[config.mk]
export PLATFORM = sky130hd
export DESIGN_NAME = chaos_dds_array_flat
export DESIGN_NICKNAME = d
export VERILOG_FILES = /design/src/rtl/chaos_dds_if.sv /design/src/rtl/chaos_dds_array.sv /design/src/flat_wrapper.sv
export SDC_FILE = /design/constraint.sdc
export NUM_CORES = 1
export LEC_CHECK = 0
export BUFFER_PORTS_ARGS = -buffer_cell sky130_fd_sc_hd__buf_2
export CORE_MARGIN = 2
export CORE_UTILIZATION = 54
export CTS_CLUSTER_DIAMETER = 100
export DETAILED_ROUTE_END_ITERATION = 6
export PLACE_DENSITY = 0.79
export SLEW_MARGIN = 20
export SYNTH_ARGS = -nofsm -noshare
export SYNTH_HDL_FRONTEND = slang
export SYNTH_SLANG_ARGS = --single-unit
[constraint.sdc]
create_clock -name clk -period 3.26 [get_ports clk]
set_input_delay 0.652 -clock clk [delete_from_list [all_inputs] [get_ports clk]]
set_output_delay 0.652 -clock clk [all_outputs]
set_load 0.01 [all_outputs]
[src/rtl/chaos_dds_if.sv]
// Bus bundle for the chaotic DDS array: per-channel segment load inputs
// and the registered waveform / status outputs.
interface chaos_dds_if #(
  parameter int CH_NUM      = 4,
  parameter int PHASE_WIDTH = 32,
  parameter int DATA_WIDTH  = 8
);
  logic [CH_NUM-1:0]             ch_mode;
  logic [2*CH_NUM-1:0]           ch_wave;
  logic [CH_NUM-1:0]             chaotic_valid;
  logic [CH_NUM*PHASE_WIDTH-1:0] chaotic_x;
  logic [CH_NUM*PHASE_WIDTH-1:0] chaotic_y;
  logic [CH_NUM*PHASE_WIDTH-1:0] chaotic_z;
  logic                          chaotic_ctrl;
  logic [CH_NUM*DATA_WIDTH-1:0]  wave_out;
  logic [CH_NUM-1:0]             ch_active;
  logic [CH_NUM-1:0]             seg_done;

  modport master (
    output ch_mode, ch_wave, chaotic_valid, chaotic_x, chaotic_y, chaotic_z,
    input  chaotic_ctrl, wave_out, ch_active, seg_done
  );

  modport slave (
    input  ch_mode, ch_wave, chaotic_valid, chaotic_x, chaotic_y, chaotic_z,
    output chaotic_ctrl, wave_out, ch_active, seg_done
  );
endinterface

[src/rtl/chaos_dds_array.sv]
// N-channel chaotic DDS core. A shared pacing timer requests new chaotic
// states; each channel runs its own phase accumulator over a segment loaded
// from its (x, y, z) triple and shapes the phase into saw/triangle/square.
//
// Channel state | meaning
// CH_IDLE       | no segment running; acc frozen, output at midscale
// CH_RUN        | accumulator advancing; truncated segments count wraps
module chaos_dds_array #(
  parameter int          CH_NUM           = 4,
  parameter int          PHASE_WIDTH      = 32,
  parameter int          PERIOD_NUM_WIDTH = 3,
  parameter int          FW_DEV_WIDTH     = 16,
  parameter int          DATA_WIDTH       = 8,
  parameter int unsigned FRQ_WORD         = 42_949_673,
  parameter int          CTRL             = 1000
) (
  input logic        clk,
  input logic        rst,
  chaos_dds_if.slave bus
);
  localparam int                     TMR_W    = $clog2(CTRL);
  localparam logic [TMR_W-1:0]       TMR_LAST = TMR_W'(CTRL - 1);
  localparam logic [PHASE_WIDTH-1:0] FW_BASE  = PHASE_WIDTH'(FRQ_WORD);
  localparam logic [DATA_WIDTH-1:0]  MIDSCALE = {1'b1, {(DATA_WIDTH-1){1'b0}}};

  typedef enum logic {CH_IDLE = 1'b0, CH_RUN = 1'b1} ch_state_t;

  logic [TMR_W-1:0]            tmr;
  ch_state_t                   st       [CH_NUM];
  ch_state_t                   st_nxt   [CH_NUM];
  logic [PHASE_WIDTH-1:0]      acc      [CH_NUM];
  logic [PHASE_WIDTH-1:0]      acc_nxt  [CH_NUM];
  logic [PHASE_WIDTH-1:0]      fword    [CH_NUM];
  logic [PHASE_WIDTH-1:0]      fword_nxt[CH_NUM];
  logic [PERIOD_NUM_WIDTH-1:0] left     [CH_NUM];
  logic [PERIOD_NUM_WIDTH-1:0] left_nxt [CH_NUM];
  logic                        mode     [CH_NUM];
  logic                        mode_nxt [CH_NUM];
  logic [DATA_WIDTH-1:0]       wave_q   [CH_NUM];
  logic [DATA_WIDTH-1:0]       wave_nxt [CH_NUM];
  logic                        done_q   [CH_NUM];
  logic                        done_nxt [CH_NUM];
  logic [PHASE_WIDTH:0]        sum      [CH_NUM];
  logic [PERIOD_NUM_WIDTH-1:0] n_c      [CH_NUM];
  logic [DATA_WIDTH-1:0]       p        [CH_NUM];
  logic [1:0]                  wsel     [CH_NUM];

  // Free-running pacing timer, wraps after CTRL-1.
  always_ff @(posedge clk) begin
    if (rst || tmr == TMR_LAST) tmr <= '0;
    else                        tmr <= tmr + TMR_W'(1);
  end

  assign bus.chaotic_ctrl = (tmr == TMR_LAST);

  // Per-channel next state: load has priority over advance, so a valid on
  // the final wrap restarts the segment without a completion pulse.
  always_comb begin
    for (int c = 0; c < CH_NUM; c++) begin
      n_c[c]       = bus.chaotic_x[c*PHASE_WIDTH + PHASE_WIDTH - 1 -: PERIOD_NUM_WIDTH];
      sum[c]       = {1'b0, acc[c]} + {1'b0, fword[c]};
      st_nxt[c]    = st[c];
      acc_nxt[c]   = acc[c];
      fword_nxt[c] = fword[c];
      left_nxt[c]  = left[c];
      mode_nxt[c]  = mode[c];
      done_nxt[c]  = 1'b0;
      if (bus.chaotic_valid[c]) begin
        acc_nxt[c]   = bus.chaotic_y[c*PHASE_WIDTH +: PHASE_WIDTH];
        fword_nxt[c] = FW_BASE + PHASE_WIDTH'(bus.chaotic_z[c*PHASE_WIDTH + PHASE_WIDTH - 1 -: FW_DEV_WIDTH]);
        left_nxt[c]  = n_c[c];
        mode_nxt[c]  = bus.ch_mode[c];
        st_nxt[c]    = CH_RUN;
        // A truncated segment of zero periods never starts.
        if (bus.ch_mode[c] && n_c[c] == '0) begin
          st_nxt[c]  = CH_IDLE;
          acc_nxt[c] = '0;
        end
      end else if (st[c] == CH_RUN) begin
        acc_nxt[c] = sum[c][PHASE_WIDTH-1:0];
        if (mode[c] && sum[c][PHASE_WIDTH]) begin
          if (left[c] > PERIOD_NUM_WIDTH'(1)) begin
            left_nxt[c] = left[c] - PERIOD_NUM_WIDTH'(1);
          end else begin
            st_nxt[c]   = CH_IDLE;
            acc_nxt[c]  = '0;
            done_nxt[c] = 1'b1;
          end
        end
      end

      p[c]        = acc[c][PHASE_WIDTH-1 -: DATA_WIDTH];
      wsel[c]     = bus.ch_wave[2*c +: 2];
      wave_nxt[c] = p[c];
      if (st[c] == CH_IDLE) begin
        wave_nxt[c] = MIDSCALE;
      end else if (wsel[c] == 2'b01) begin
        wave_nxt[c] = p[c][DATA_WIDTH-1] ? ~{p[c][DATA_WIDTH-2:0], 1'b0}
                                         :  {p[c][DATA_WIDTH-2:0], 1'b0};
      end else if (wsel[c] == 2'b10) begin
        wave_nxt[c] = {DATA_WIDTH{p[c][DATA_WIDTH-1]}};
      end
    end
  end

  // Per-channel state registers; the waveform sample trails acc by one cycle.
  always_ff @(posedge clk) begin
    for (int c = 0; c < CH_NUM; c++) begin
      if (rst) begin
        st[c]     <= CH_IDLE;
        acc[c]    <= '0;
        fword[c]  <= '0;
        left[c]   <= '0;
        mode[c]   <= 1'b0;
        wave_q[c] <= MIDSCALE;
        done_q[c] <= 1'b0;
      end else begin
        st[c]     <= st_nxt[c];
        acc[c]    <= acc_nxt[c];
        fword[c]  <= fword_nxt[c];
        left[c]   <= left_nxt[c];
        mode[c]   <= mode_nxt[c];
        wave_q[c] <= wave_nxt[c];
        done_q[c] <= done_nxt[c];
      end
    end
  end

  // Pack per-channel registers onto the output lanes.
  always_comb begin
    bus.wave_out  = '0;
    bus.ch_active = '0;
    bus.seg_done  = '0;
    for (int c = 0; c < CH_NUM; c++) begin
      bus.wave_out[c*DATA_WIDTH +: DATA_WIDTH] = wave_q[c];
      bus.ch_active[c] = (st[c] == CH_RUN);
      bus.seg_done[c]  = done_q[c];
    end
  end
endmodule

[src/flat_wrapper.sv]
// flat-port wrapper written by rule: the top's interface ports become plain ports
module chaos_dds_array_flat 
#(
  parameter int          CH_NUM           = 4,
  parameter int          PHASE_WIDTH      = 32,
  parameter int          PERIOD_NUM_WIDTH = 3,
  parameter int          FW_DEV_WIDTH     = 16,
  parameter int          DATA_WIDTH       = 8,
  parameter int unsigned FRQ_WORD         = 42_949_673,
  parameter int          CTRL             = 1000
)
  (clk, rst, bus_ch_mode, bus_ch_wave, bus_chaotic_valid, bus_chaotic_x, bus_chaotic_y, bus_chaotic_z, bus_chaotic_ctrl, bus_wave_out, bus_ch_active, bus_seg_done);
  chaos_dds_if #(.CH_NUM(CH_NUM), .PHASE_WIDTH(PHASE_WIDTH), .DATA_WIDTH(DATA_WIDTH)) bus_i ();
  input logic clk;
  input logic rst;
  input wire logic [$bits(bus_i.ch_mode)-1:0] bus_ch_mode;
  input wire logic [$bits(bus_i.ch_wave)-1:0] bus_ch_wave;
  input wire logic [$bits(bus_i.chaotic_valid)-1:0] bus_chaotic_valid;
  input wire logic [$bits(bus_i.chaotic_x)-1:0] bus_chaotic_x;
  input wire logic [$bits(bus_i.chaotic_y)-1:0] bus_chaotic_y;
  input wire logic [$bits(bus_i.chaotic_z)-1:0] bus_chaotic_z;
  output wire logic [$bits(bus_i.chaotic_ctrl)-1:0] bus_chaotic_ctrl;
  output wire logic [$bits(bus_i.wave_out)-1:0] bus_wave_out;
  output wire logic [$bits(bus_i.ch_active)-1:0] bus_ch_active;
  output wire logic [$bits(bus_i.seg_done)-1:0] bus_seg_done;
  assign bus_i.ch_mode = bus_ch_mode;
  assign bus_i.ch_wave = bus_ch_wave;
  assign bus_i.chaotic_valid = bus_chaotic_valid;
  assign bus_i.chaotic_x = bus_chaotic_x;
  assign bus_i.chaotic_y = bus_chaotic_y;
  assign bus_i.chaotic_z = bus_chaotic_z;
  assign bus_chaotic_ctrl = bus_i.chaotic_ctrl;
  assign bus_wave_out = bus_i.wave_out;
  assign bus_ch_active = bus_i.ch_active;
  assign bus_seg_done = bus_i.seg_done;
  chaos_dds_array #(.CH_NUM(CH_NUM), .PHASE_WIDTH(PHASE_WIDTH), .PERIOD_NUM_WIDTH(PERIOD_NUM_WIDTH), .FW_DEV_WIDTH(FW_DEV_WIDTH), .DATA_WIDTH(DATA_WIDTH), .FRQ_WORD(FRQ_WORD), .CTRL(CTRL)) u_core (.clk(clk), .rst(rst), .bus(bus_i));
endmodule
; ---- Word-level counts from Yosys, hierarchy flattened
; Memories as Yosys holds them, arrays and structs flattened.
; Cells that the tools add are included.
[totals]
ff_bits = 10
ramBits = 312
inputBits = 402
out_inout_bits = 41
elab_cells = 206
memories = 7
[mem_list]
columns = name, words, word_bits, rd, rd_ports_with_merged_regs, wr, line
row1 = u_core.acc, 4, 32, 4, 0, 4, chaos_dds_array.sv:31  ; logic [PHASE_WIDTH-1:0] acc [CH_NUM];
row2 = u_core.fword, 4, 32, 4, 0, 4, chaos_dds_array.sv:33  ; logic [PHASE_WIDTH-1:0] fword [CH_NUM];
row3 = u_core.wave_q, 4, 8, 4, 0, 4, chaos_dds_array.sv:39  ; logic [DATA_WIDTH-1:0] wave_q [CH_NUM];
row4 = u_core.left, 4, 3, 4, 0, 4, chaos_dds_array.sv:35  ; logic [PERIOD_NUM_WIDTH-1:0] left [CH_NUM];
row5 = u_core.done_q, 4, 1, 4, 0, 4, chaos_dds_array.sv:41  ; logic done_q [CH_NUM];
row6 = u_core.mode, 4, 1, 4, 0, 4, chaos_dds_array.sv:37  ; logic mode [CH_NUM];
row7 = 1 more memories, --, --, --, --, --, --
[op_classes]
add_sub_neg = 13
n_lt_le_gt_ge = 4
n_eq_ne = 9
n_mux = 127
bitwise = 32
reduce_logical = 13
[ops]
columns = op, count
row1 = $mux 32, 32
row2 = $add 32x32->33, 4
row3 = $mux 8, 16
row4 = $add 26x16->27 const A, 4
row5 = $mux 3, 20
row6 = $mux 1, 55
row7 = $not 8->8, 4
row8 = $mux 7, 4
row9 = $or 1x1->1, 28
row10 = $gt 3x1->1 const B, 4
row11 = $logic_not 3->1, 4
row12 = $sub 3x1->3 const B, 4
row13 = $add 10x1->10 const B, 1
row14 = $eq 10x10->1 const B, 1
row15 = $eq 2x1->1 const B, 4
row16 = $eq 2x2->1 const B, 4
row17 = $logic_and 1x1->1, 8
row18 = $logic_or 1x1->1, 1

; ---- Depth between registers and ports, before layout
; An unclocked memory read counts as a cell.
[depth]
depth_word = 7
ltp_mapped = 12
depth_no_buf = 11

; ---- Worst setup path before layout
; OpenSTA, ideal clock, no wires.
[synth_timing]
path_kind = register to register
startpoint = mem u_core.fword[0][0]
endpoint = mem u_core.acc[0][24]
setup_ns = 0.128
t_arrival_ns = 2.745
required_time_ns = 3.132
setup_slack_ns = 0.388
path_stages_with_launch = 12
path_buffers = 0
period_less_slack_ns = 2.872
cell_sequence = dfxtp_1 -> ha_1 -> fa_1 -> a211oi_1 -> o211ai_1 -> a21oi_1 -> a311o_1 -> o21ai_0 -> a21oi_1 -> mux2_2 -> a222oi_1 -> nor2_1
[synth_rtl]
columns = element, line
row1 = from (decl), chaos_dds_array.sv:33
row2 = to (decl), chaos_dds_array.sv:31

==> results.md <==
* Grt met3 use at 0.04607
* Post-DP HPWL at 34,940 um
* Syn avg cell area at 8.188 um^2
* Status: completed
* WP buf/inv at 1
* FP Rows at 65
* Prevailing post-synth register cell: dfxtp_1
* GRT overflow at 0
* Worst Setup Slack, final at 0.1141 ns
* Initial antenna violation count at 7
* Setup TNS Final at 0 ns
* Final setup violating endpoints at 0
* Leak Pwr at 8.765 nW
* Area Overhead vs Synth at 17.01%
* Slew @ Worst Pin at 0.9204 ns
* Max Root-Sink Buffers at 3
* Top Usage Layer GRT: met2
* Most common cell after layout, fill and taps aside: nor2_1
* Core box area at 31,640 um^2
* Synth top area share at 0.3252
* Clk_lat worst skew at 0.52 ns
* Drt total wl at 49,000 um
* Synth Register Bits at 282
* CTS tree: built
* Fin. Hold Viols at 0
* Ys async rst share at 0
* DRT Pass-1 Iters at 6
* Initial DRC count at 1,166
* Setup Slack @ Placement at 0.03233 ns
* Area leader, netlist: dfxtp_1
* All-layer global routing usage at 0.2837
* Buffers on Ports at 262
* WL per Instance at 17.71 um
* Fmax at 317.9 MHz
* Minimum clock period at 3.146 ns
* Tcrit/Tclk final at 0.9650
* Final Cell Area at 20,310 um^2
* Routed vias at 17,120
* Worst IR drop on VDD at 0.0003861 V
* Ratio of cells with drive above 1 in the final layout at 0.1820
* Max-cap violations at 0
* WP data arrival at 3.59 ns
* Min-delay worst type: input port to flip-flop
* Die Area at 33,600 um^2
* Placed Area at 19,020 um^2
* Area of the mapped netlist at 17,360 um^2
* Crit end category: flip-flop
* Syn_nets at 2,635
* Critical path's slowest cell: fa_1
* TritonCTS Buffers at 35
* Depth of the CTS H-tree at 2
* Initial Util at 0.5487
* Die width at 183.3 um
* Rel. slew slack at 0.3857
* Slew Viols, Final at 0
* DRC Markers at 0
* Sequence of cells on the critical path: ha_1 > fa_1 > a211oi_2 > o21a_1 > a2111oi_4 > or3_4 > a31oi_4 > o211ai_1 > buf_4 > o311a_1 > a21oi_1
* Crit start category: flip-flop
* Most frequent cells in the layout: nor2_1, dfxtp_1, buf_2, a21oi_1, nand2_1
* CP delay by family, top: compound AO/OA/AOI/OAI gates
* Power Dens Cells at 495.3 nW/um^2
* CTS root buf: clkbuf_16
* Sequential element share of the synthesized area at 0.3252
* Global placement routability congestion at 0.9168
* Routed Antenna Nets at 0
* Die Y-Extent at 183.3 um
* Largest net degree at the start of global routing at 112
* First-pass GRT wire length at 79,090 um
* Unique masters post-synth at 82
* CTS clk-pin slew, worst paths at 0.06 ns
* Post-Syn Instances at 2,120
* Ports at 443
* Clk sinks at 282
* Number of synthesized flops with an enable pin at 0
* DR vias/cell at 6.187
* Final Net Count at 2,852
* Max incr delay on CP at 0.48 ns
* Vias in the first global route at 16,210
* Max FO, Critical Path at 6
* Req. time, crit path at 3.71 ns
* Final worst clock skew at 0.009507 ns
* GR Util met1 at 0.3726
* RSZ-0062 raised after global routing: false
* Met2 GRT Util at 0.4739
* Top post-synthesis cells by area: dfxtp_1, ha_1, nor2_1
* Crit path kind: flip-flop to flip-flop
* Synth warn at 0
==> per-stage QoR <==
| stage | util | hold slack, ns | power, W | std cells |
|---|---|---|---|---|
| floorplan | - | 0.4176 | 0.005457 | 2120 |
| global placement | 0.6011 | 0.4287 | 0.005974 | 2696 |
| detailed placement | 0.6011 | 0.4478 | 0.006054 | 2696 |
| CTS | 0.6388 | 0.3218 | 0.01008 | 2758 |
| global route | 0.6420 | 0.3352 | 0.01053 | 2766 |
| finish | 0.6420 | 0.3398 | 0.01006 | 2767 |
==> synthesized netlist by cell type (7+ instances only) <==
cell type / n
nand2_1: 126
a21oi_1: 149
and3_1: 22
or3_1: 15
a222oi_1: 30
a221oi_1: 75
or2_2: 8
nand2b_1: 14
and2_1: 9
o21a_1: 26
a31oi_1: 27
nor3_1: 106
a21o_1: 35
dfxtp_1: 282
xor2_1: 57
o21bai_1: 14
a221oi_2: 16
nand4_1: 23
a311oi_1: 12
mux2i_1: 42
nand3_1: 37
nor2b_1: 20
a211oi_1: 37
o31ai_1: 12
nor2_1: 333
a31o_2: 9
inv_1: 28
xnor2_1: 81
o211ai_1: 20
ha_1: 109
and4_1: 7
clkbuf_1: 117
nor4_1: 9
o21ai_0: 101
==> flip-flops by register name (all words and copies together) (netlist names) <==
name / count
u_core.st: 4
u_core.tmr: 10
u_core.mode: 4
u_core.acc: 128
u_core.done_q: 4
u_core.fword: 88
u_core.wave_q: 32
u_core.left: 12
==> path summary, 6_finish.rpt <==
check                                                   start  slack (ns)  cells after the start                         endpoint
worst max-delay path            u_core.acc[2][0]$_SDFFE_PP0P_        0.11                     11   u_core.acc[2][29]$_SDFFE_PP0P_
worst min-delay path                        bus_chaotic_z[48]        0.34                      2  u_core.fword[1][0]$_SDFFE_PP0P_
worst max register to register  u_core.acc[2][0]$_SDFFE_PP0P_        0.11                     11   u_core.acc[2][29]$_SDFFE_PP0P_
worst min register to register       u_core.tmr[0]$_SDFF_PP0_        0.46                      1         u_core.tmr[0]$_SDFF_PP0_
==> worst register-to-register path, delay by kind of cell, from the launching register on <==
kind	cells	cell delay (ns)
compound gates	7	1.42
fa+ha+maj	2	0.73
simple gates	1	0.40
flops	1	0.31
buf+inv	1	0.22
==> layer usage <==
layer	part of all wire	wire length (um)	vias up
li1	-	-	8305
met1	0.43	21010	7971
met2	0.46	22470	724
met3	0.080	3944	112
met4	0.031	1522	8
met5	0.00094	46	-
==> timing repair <==
item                       in CTS  in global routing
gates resized for setup         0                 10
buffers inserted                0                  5
hold buffers                    0                  0
setup endpoints to repair       0                 70
==> kinds of logic after synthesis <==
kind of cell    after synthesis  share of synthesized area
mux                          46                    0.02681
buf+inv                     161                    0.03770
compound gates              622                     0.2554
simple gates                758                     0.2021
xor+xnor                    138                    0.06963
fa+ha+maj                   113                    0.08318
flops                       282                     0.3252
==> cell type report <==
cell class,instances,area [um^2]
Antenna cell,3,7.507
Clock buffer,49,1030
Clock inverter,13,161.4
Fill cell,2711,11320
Inverter,29,108.9
Multi-Input combinational cell,1678,11150
Sequential cell,282,5645
Tap cell,402,503.0
Timing Repair Buffer,311,1710
==> where the power goes <==
group	total [W]	internal (W)	switching [W]	leakage, nW
combinational	0.00211	0.000913	0.00120	5.84
clock	0.00402	0.00245	0.00156	0.594
sequential	0.00393	0.00371	0.000225	2.33
Power figures use the tool's default switching activity.
